`config.mk`:
```
export PLATFORM = sky130hd
export DESIGN_NAME = rom_arbiter
export DESIGN_NICKNAME = d
export VERILOG_FILES = /design/src/rtl/rom_arb_pkg.sv /design/src/rtl/rom_arbiter_rr_pick.sv /design/src/rtl/rom_arbiter.sv
export SDC_FILE = /design/constraint.sdc
export NUM_CORES = 1
export LEC_CHECK = 0
export ABC_AREA = 1
export CAP_MARGIN = 20
export CELL_PAD_IN_SITES_DETAIL_PLACEMENT = 2
export CELL_PAD_IN_SITES_GLOBAL_PLACEMENT = 2
export CORE_ASPECT_RATIO = 2
export CORE_MARGIN = 2
export CORE_UTILIZATION = 25
export CTS_CLUSTER_DIAMETER = 120
export DETAILED_ROUTE_END_ITERATION = 7
export PLACE_DENSITY_LB_ADDON = 0.25
export SLEW_MARGIN = 30
export SYNTH_ARGS = -nofsm -noshare
export SYNTH_HDL_FRONTEND = slang
export SYNTH_HIERARCHICAL = 1
export SYNTH_SLANG_ARGS = --single-unit
```
`constraint.sdc`:
```
create_clock -name clk -period 5.6 [get_ports clk]
set_clock_uncertainty 0.15 [all_clocks]
set_input_delay 0.84 -clock clk [delete_from_list [all_inputs] [get_ports clk]]
set_output_delay 0.84 -clock clk [all_outputs]
set_load 0.05 [all_outputs]
```
`src/rtl/rom_arb_pkg.sv`:
```
// -----------------------------------------------------------------------------
// rom_arb_pkg
// Shared types and helpers for the ROM arbiter family.
//   state_t   : burst sequencer states (IDLE / BURST)
//   next_addr : address increment with wrap at an arbitrary (non power-of-two)
//               ROM depth
// -----------------------------------------------------------------------------
package rom_arb_pkg;

    typedef enum logic [0:0] {
        IDLE  = 1'b0,
        BURST = 1'b1
    } state_t;

    // Next sequential ROM address; wraps from depth-1 back to 0.
    function automatic logic [31:0] next_addr(input logic [31:0] addr,
                                              input logic [31:0] depth);
        logic [31:0] nxt;
        if (addr == depth - 32'd1) begin
            nxt = 32'd0;
        end else begin
            nxt = addr + 32'd1;
        end
        return nxt;
    endfunction

endpackage

```
`src/rtl/rom_arbiter_rr_pick.sv`:
```
// -----------------------------------------------------------------------------
// rr_pick
// Combinational round-robin picker. Searches the request vector starting at
// index ptr and wrapping upward; the first set bit wins.
// Ports:
//   req [N-1:0]        : request vector
//   ptr [log2(N)-1:0]  : highest-priority index for this search
//   win [log2(N)-1:0]  : winning index (0 when no request)
//   any                : at least one request is set
// -----------------------------------------------------------------------------
module rr_pick #(
    parameter int N = 4
) (
    input  logic [N-1:0]         req,
    input  logic [$clog2(N)-1:0] ptr,
    output logic [$clog2(N)-1:0] win,
    output logic                 any
);

    localparam int IDXW = $clog2(N);

    // Walk offsets from far to near so the nearest set request (smallest
    // offset from ptr) is the last assignment and therefore wins.
    always_comb begin
        any = 1'b0;
        win = '0;
        for (int k = N - 1; k >= 0; k--) begin
            if (req[(int'(ptr) + k) % N]) begin
                any = 1'b1;
                win = IDXW'((int'(ptr) + k) % N);
            end else begin
                any = any;
            end
        end
    end

endmodule

```
`src/rtl/rom_arbiter.sv`:
```
// -----------------------------------------------------------------------------
// rom_arbiter
// Round-robin arbiter and burst sequencer sharing one synchronous ROM
// (1-cycle registered read) between CLIENTS requesters.
// Ports:
//   clk, rst_n          : clock, asynchronous active-low reset
//   req      [CLIENTS]  : per-client request level (held until ack)
//   req_addr            : per-client start address, ADDRW bits each
//   req_len             : per-client burst length minus one, LENW bits each
//   ack      [CLIENTS]  : one-cycle accept pulse (registered)
//   busy                : a burst is being issued (registered)
//   rsp_valid[CLIENTS]  : rsp_data holds a word for that client (registered)
//   rsp_data [WIDTH]    : ROM data passed straight through
//   rom_addr [ADDRW]    : registered ROM address
//   rom_data [WIDTH]    : ROM output, valid one cycle after rom_addr
// -----------------------------------------------------------------------------
module rom_arbiter
    import rom_arb_pkg::*;
#(
    parameter  int CLIENTS = 4,
    parameter  int WIDTH   = 8,
    parameter  int DEPTH   = 256,
    parameter  int MAXLEN  = 16,
    localparam int ADDRW   = $clog2(DEPTH),
    localparam int LENW    = $clog2(MAXLEN)
) (
    input  logic                     clk,
    input  logic                     rst_n,
    input  logic [CLIENTS-1:0]       req,
    input  logic [CLIENTS*ADDRW-1:0] req_addr,
    input  logic [CLIENTS*LENW-1:0]  req_len,
    output logic [CLIENTS-1:0]       ack,
    output logic                     busy,
    output logic [CLIENTS-1:0]       rsp_valid,
    output logic [WIDTH-1:0]         rsp_data,
    output logic [ADDRW-1:0]         rom_addr,
    input  logic [WIDTH-1:0]         rom_data
);

    localparam int                 PTRW = $clog2(CLIENTS);
    localparam logic [CLIENTS-1:0] ONE  = CLIENTS'(1);

    state_t               r_state;
    logic [PTRW-1:0]      r_ptr;
    logic [PTRW-1:0]      r_owner;
    logic [LENW-1:0]      r_remain;
    logic [ADDRW-1:0]     r_cur_addr;
    logic [ADDRW-1:0]     r_rom_addr;
    logic [CLIENTS-1:0]   r_ack;
    logic                 r_busy;
    logic                 r_valid;
    logic [CLIENTS-1:0]   r_rsp_valid;

    logic [PTRW-1:0]      w_win;
    logic                 w_any;
    logic [ADDRW-1:0]     w_start_addr;
    logic [LENW-1:0]      w_start_len;

    rr_pick #(
        .N   (CLIENTS)
    ) u_pick (
        .req (req),
        .ptr (r_ptr),
        .win (w_win),
        .any (w_any)
    );

    assign w_start_addr = req_addr[int'(w_win) * ADDRW +: ADDRW];
    assign w_start_len  = req_len[int'(w_win) * LENW +: LENW];

    // Burst sequencer: grant in IDLE, then issue one address per cycle.
    // r_cur_addr always holds the address to issue on the next BURST cycle,
    // so the start address goes straight to rom_addr at grant time.
    always_ff @(posedge clk or negedge rst_n) begin
        if (!rst_n) begin
            r_state    <= IDLE;
            r_ptr      <= '0;
            r_owner    <= '0;
            r_remain   <= '0;
            r_cur_addr <= '0;
            r_rom_addr <= '0;
            r_ack      <= '0;
            r_busy     <= 1'b0;
            r_valid    <= 1'b0;
        end else begin
            case (r_state)
                IDLE: begin
                    if (w_any) begin
                        r_owner    <= w_win;
                        r_remain   <= w_start_len;
                        r_rom_addr <= w_start_addr;
                        r_cur_addr <= ADDRW'(next_addr(32'(w_start_addr), 32'(DEPTH)));
                        r_ack      <= ONE << w_win;
                        r_valid    <= 1'b1;
                        r_busy     <= 1'b1;
                        r_state    <= BURST;
                    end else begin
                        r_ack      <= '0;
                        r_valid    <= 1'b0;
                        r_busy     <= 1'b0;
                    end
                end
                BURST: begin
                    r_ack <= '0;
                    if (r_remain == '0) begin
                        // Word on rom_addr was the last; previous owner drops
                        // to lowest priority for the next search.
                        r_valid <= 1'b0;
                        r_busy  <= 1'b0;
                        if (r_owner == PTRW'(CLIENTS - 1)) begin
                            r_ptr <= '0;
                        end else begin
                            r_ptr <= r_owner + PTRW'(1);
                        end
                        r_state <= IDLE;
                    end else begin
                        r_rom_addr <= r_cur_addr;
                        r_cur_addr <= ADDRW'(next_addr(32'(r_cur_addr), 32'(DEPTH)));
                        r_remain   <= r_remain - LENW'(1);
                        r_valid    <= 1'b1;
                    end
                end
                default: begin
                    r_state <= IDLE;
                    r_ack   <= '0;
                    r_valid <= 1'b0;
                    r_busy  <= 1'b0;
                end
            endcase
        end
    end

    // Return path: delay (issue valid, owner) by one cycle to line up with
    // the ROM's registered read data.
    always_ff @(posedge clk or negedge rst_n) begin
        if (!rst_n) begin
            r_rsp_valid <= '0;
        end else if (r_valid) begin
            r_rsp_valid <= ONE << r_owner;
        end else begin
            r_rsp_valid <= '0;
        end
    end

    assign ack       = r_ack;
    assign busy      = r_busy;
    assign rom_addr  = r_rom_addr;
    assign rsp_valid = r_rsp_valid;
    assign rsp_data  = rom_data;

endmodule

```
==> impl_metrics.toml, run 1 <==
[pwr]
finalPower_uw = 2382
p_int_uw = 1063
p_clk_share_pct = 13.1
pwr-share-comb_pct = 67.8
p_switching_uw = 1319
power_density_nw_per_um2 = 706.3
swShare_pct = 55.39
leakage_uw = 0.001643
ir_drop_mv = 0.2358
seqPwrFrac_pct = 19.1

[detailed_routing]
post_drt_via_cell_ratio = 4.630
wl_per_cell_um = 16.48
wl_um = 9393
drc = 0
vias = 2639
drt_iter0_drc = 100
firstDrtPassIters = 3
antenna_left = 0

[logic_synthesis]
yosys-top-cells-area = "dfrtp_1 35%, nand2_1 23%, o21ai_0 5.3%"
ys_ff_latch = 34
synth.yosys.seq_area_share_pct = 34.66
ys_warn_count = 6
synth_area_leader_cell = "dfrtp_1"
syn_area_sq_um = 2455
ys_types = 31
syn_area_per_cell_sq_um = 6.512
synth.top_cell.area_share_pct = 34.66
syn-num-nets = 447
syn-instance-count = 377

[timing]
setup-tns-final_ns = 0
worst_slack_ns = 1.634
worst_slew_pin_slew_ns = 0.7283
hold_viol = 0
fin_crit_ns = 3.966
slew_headroom_pct = 51.33
period_share_pct = 70.82
setup_viol = 0
grt_setup_unrepaired = "false"
final_max_slew_viol_count = 0
fmax_mhz = 252.1

[placement]
dp_cells = 562
dp_slack_ns = 1.299
dp_hpwl_um = 7725
gp_congestion = 0.8118
portBuffers = 70
placed_area_sq_um = 3209

[clocking]
cts_resized = 0
clkTransAtPathRegs_ns = 0.06
post-cts-setup-buffers = 0
cts_root_buf = "clkbuf_16"
clk-insertion-delay-late_ns = 0.28
cts_num_sinks = 34
tritoncts = "built"
cts_buffer_depth = 2
htree_levels = 2
cts_made_buffers = 5
holdBufCountCts = 0

[worst_setup_path]
cp.required_ns = 5.65
end_kind = "flop"
worstSetupPathType = "in2reg"
cp.arrival_ns = 4.02
worstRegToRegCells = 19
crit_fanout = 23
startpoint_type = "input pin"

[cells_and_area]
final_cells = 570
drive_above_1_share_pct = 7.306
postLayoutCellArea_sq_um = 3372
area_delta_synth_final_pct = 37.36
fin_nets = 507
layout_commonest_cell = "nand2_1"
final_cell_mix = "151 x nand2_1, 70 x clkdlybuf4s50_1, 34 x dfrtp_1"
antenna_cells = 0
fillers = 1177

[global_route]
overflow = 0
grt_start_max_net_pins = 35
grt_pass1_vias = 2989
grt_usage_pct = 18.96
antenna_found_initial = 0
grt_pass1_wl_um = 15000

[hold_path]
hold_depth = 2
hold_class = "reg2reg"

[floorplanning]
die_area_sq_um = 10680
start_util_pct = 25.48
std_cell_rows = 51
die_w_um = 74.07
coreArea_sq_um = 9635
io_pins = 87
die-height_um = 144.1

[flow_run]
drv_cap = 0

[status]
outcome = "complete, no violations"
synth_stat cells (all sizes together):
| cell type | number |
|---|---|
| nor2 | 30 |
| clkbuf | 3 |
| xnor2 | 2 |
| inv | 40 |
| nand4 | 2 |
| nand2 | 159 |
| nor3 | 2 |
| dfrtp | 34 |
| a21oi | 16 |
| o21ai | 31 |
| a31oi | 3 |
| o31ai | 1 |
| a41oi | 1 |
| a22oi | 5 |
| clkinv | 1 |
| and2 | 1 |
| nand3 | 22 |
| buf | 16 |
| ha | 8 |
power by group through the flow:
stage               combinational [uW]  clock (uW)  sequential (uW)
detailed placement                1650           0              463
CTS                               1660         320              458
global placement                  1610           0              457
global route                      1840         328              472
floorplan                          997           0              614
finish                            1610         312              455
sequential cells by signal, summed over array words and instances (netlist names):
register    count
r_owner         2
r_ptr           2
r_valid         1
r_remain        4
rom_addr        8
ack             4
busy            1
r_cur_addr      8
rsp_valid       4
through the flow:
stage / hold slack (ns) / util (%)
3_5_place_dp: 0.3220 / 33.31
6_report: 0.3315 / 35.00
5_1_grt: 0.3604 / 35.00
4_1_cts: 0.3382 / 35.00
3_3_place_gp: 0.3148 / 33.31
2_1_floorplan: 0.3240 / -
path summary, 6_finish.rpt:
check	from	endpoint	slack, ns
max	req[1]	r_cur_addr[3]$_DFFE_PN0P_	1.63
min	rom_addr[4]$_DFFE_PN0P_	rom_addr[4]$_DFFE_PN0P_	0.33
max reg2reg	r_ptr[0]$_DFFE_PN0P_	r_cur_addr[3]$_DFFE_PN0P_	1.96
min reg2reg	rom_addr[4]$_DFFE_PN0P_	rom_addr[4]$_DFFE_PN0P_	0.33
max in group asynchronous	rst_n	r_owner[1]$_DFFE_PN0P_	4.13
min in group asynchronous	rst_n	r_cur_addr[1]$_DFFE_PN0P_	0.85
cell type report:
class / instances / area, sq um / share of cell area [%]
clock buffers: 7 / 132.6 / 3.933
multi-input cells: 283 / 1321 / 39.18
inverters: 41 / 156.4 / 4.638
clock inverters: 1 / 30.03 / 0.8905
well taps: 132 / 165.2 / 4.898
repair buffers: 72 / 715.7 / 21.22
flip-flops and latches: 34 / 850.8 / 25.23
cells by family after synthesis:
| logic type | count (synthesis) | share of synthesized area [%] |
|---|---|---|
| buf+inv | 60 | 11.52 |
| simple gates | 216 | 36.19 |
| flops | 34 | 34.66 |
| xor+xnor | 2 | 0.7137 |
| compound gates | 57 | 12.84 |
| fa+ha+maj | 8 | 4.078 |
critical path: stages:
cell,delay (ns)
clkdlybuf4s50_1,0.46
inv_1,0.05
nand2_1,0.08
and2_4,0.16
nand2_2,0.05
nand2_2,0.06
inv_2,0.04
nand2_1,0.06
nand2_1,0.05
nand2_1,0.56
inv_2,0.29
nand2_1,0.12
a21oi_1,0.07
nor2_2,0.22
inv_1,0.09
ha_1,0.20
nand2_1,0.13
nor2_1,0.09
a21oi_2,0.18
nand3_1,0.09
a21oi_1,0.13
metal layers:
metal	track usage [%]	vias up	part of all wire, %
met2	40.18	45	63
li1	-	1298	-
met1	17.34	1282	32
met4	5.742	0	2.6
met3	2.230	14	2.3
met5	0	-	0
(Power assumes the default switching activity.)
==> inputs of run 2 (changes only) <==
--- a/config.mk
+++ b/config.mk
@@ -11,7 +11,7 @@
 export CELL_PAD_IN_SITES_GLOBAL_PLACEMENT = 2
 export CORE_ASPECT_RATIO = 2
 export CORE_MARGIN = 2
-export CORE_UTILIZATION = 25
+export CORE_UTILIZATION = 23
 export CTS_CLUSTER_DIAMETER = 120
 export DETAILED_ROUTE_END_ITERATION = 7
 export PLACE_DENSITY_LB_ADDON = 0.25
==> constraint.sdc (replaced) <==
create_clock -name clk -period 3.85 [get_ports clk]
set_clock_uncertainty 0.15 [all_clocks]
set_input_delay 0.5775 -clock clk [delete_from_list [all_inputs] [get_ports clk]]
set_output_delay 0.5775 -clock clk [all_outputs]
set_load 0.05 [all_outputs]
==> impl_metrics.toml, run 2 (same netlist as run 1, synthesis figures left out) <==
[status]
outcome = "complete, no violations"

[detailed_routing]
post_drt_via_cell_ratio = 4.688
firstDrtPassIters = 4
wl_um = 9955
drc = 0
drt_iter0_drc = 68
wl_per_cell_um = 17.08
antenna_left = 0
vias = 2733

[worst_setup_path]
startpoint_type = "input pin"
crit_fanout = 17
cp.arrival_ns = 3.29
reg2reg_slack_ns = 0.73
end_kind = "flop"
cp.required_ns = 3.90
worstSetupPathType = "in2reg"

[global_route]
grtUsageMet1_pct = 17.38
antenna_found_initial = 1
grtUsageMet2_pct = 38.86
overflow = 0
grt_pass1_wl_um = 16060
grt_pass1_vias = 3045
grt_busiest_layer = "met2"
grt_start_max_net_pins = 35
grt_usage_pct = 18.13
met3_usage_pct = 2.278

[floorplanning]
start_util_pct = 23.43
die-height_um = 150.1
die_area_sq_um = 11570
io_pins = 87
die_w_um = 77.05
std_cell_rows = 53
coreArea_sq_um = 10480

[cells_and_area]
fin_nets = 514
final_util_pct = 32.74
drive_above_1_share_pct = 9.438
fillers = 1338
postLayoutCellArea_sq_um = 3431
area_delta_synth_final_pct = 39.76
final_cell_mix = "151 x nand2_1, 69 x clkdlybuf4s50_1, 34 x dfrtp_1"
layout_commonest_cell = "nand2_1"

[timing]
grt_setup_unrepaired = "false"
fmax_mhz = 309.1
final_max_slew_viol_count = 0
setup_viol = 0
hold_viol = 0
fin_crit_ns = 3.235
slew_headroom_pct = 43.68
setup-tns-final_ns = 0
period_share_pct = 84.04
worst_slew_pin_slew_ns = 0.8447

[clocking]
cts_num_sinks = 34
cts_root_buf = "clkbuf_16"
cts_made_buffers = 5
clk-insertion-delay-late_ns = 0.28
tritoncts = "built"
clkTransAtPathRegs_ns = 0.06
htree_levels = 2
holdBufCountCts = 0
cts_resized = 0
cts_buffer_depth = 2
post-cts-setup-buffers = 0

[placement]
portBuffers = 70
placed_area_sq_um = 3263
gp_congestion = 0.7958
dp_hpwl_um = 8167

[pwr]
finalPower_uw = 3601
leakage_uw = 0.001683
ir_drop_mv = 0.3354
power_density_nw_per_um2 = 1050

[flow_run]
drv_cap = 0

[hold_path]
hold_class = "in2async"
run 2: cell types whose count changed in the layout (fill, tap and decap cells not counted):
cell             previous run  this run
diode_2                     0         1
clkinv_2                    0         2
buf_4                       2         9
clkdlybuf4s50_1            70        69
clkbuf_1                    2         0
buf_2                       0         1
run 2: final timing paths:
path | startpoint | end | cells after the start
max in group asynchronous | rst_n | ack[3]$_DFF_PN0_ | 1
worst min register to register | rom_addr[5]$_DFFE_PN0P_ | rom_addr[5]$_DFFE_PN0P_ | 2
min in group clk | rom_addr[5]$_DFFE_PN0P_ | rom_addr[5]$_DFFE_PN0P_ | 2
worst min-delay path | rst_n | rom_addr[1]$_DFFE_PN0P_ | 1
worst max register to register | r_ptr[0]$_DFFE_PN0P_ | r_cur_addr[3]$_DFFE_PN0P_ | 19
worst max-delay path | req[3] | r_cur_addr[3]$_DFFE_PN0P_ | 20
run 2: critical path: stages:
cell and delay (ns):
clkdlybuf4s50_1 0.47, inv_2 0.04, nand2_1 0.09, nand3_1 0.13, nand2_1 0.10, nand3_2 0.08
nand2_1 0.09, nand2_1 0.06, nand2_1 0.13, inv_2 0.14, nand2_1 0.09, a21oi_1 0.07
nor2_2 0.19, inv_1 0.08, ha_1 0.19, nand2_1 0.13, nor2_1 0.10, a21oi_2 0.21
nand3_1 0.14, a21oi_1 0.16
run 2: layout make-up:
type	count	area (sq um)	share of cell area [%]
multi-input cells	283	1321	38.51
flip-flops and latches	34	850.8	24.80
repair buffers	79	763.2	22.25
well taps	137	171.4	4.996
inverters	41	156.4	4.559
clock buffers	5	125.1	3.647
clock inverters	3	40.04	1.167
diodes	1	2.502	0.07294
run 2: stage by stage:
stage / hold WS (ns) / setup slack [ns] / std cells
finish: 0.2416 / 0.6146 / 583
global route: 0.3080 / 0.3482 / 583
CTS: 0.2888 / 0.5573 / 582
detailed placement: 0.3281 / 0.2798 / 574
global placement: 0.3194 / 0.4678 / 574
floorplan: 0.1319 / 1.154 / 377
run 2: per-layer routing:
| metal | up-vias | part of all wire [%] |
|---|---|---|
| met5 | - | 0 |
| met4 | 0 | 1.2 |
| met3 | 8 | 1.9 |
| met2 | 48 | 62 |
| met1 | 1367 | 35 |
| li1 | 1310 | - |
run 2: power breakdown:
group	switching, uW	internal [uW]
logic	1690	780
clock network	160	303
registers	135	536
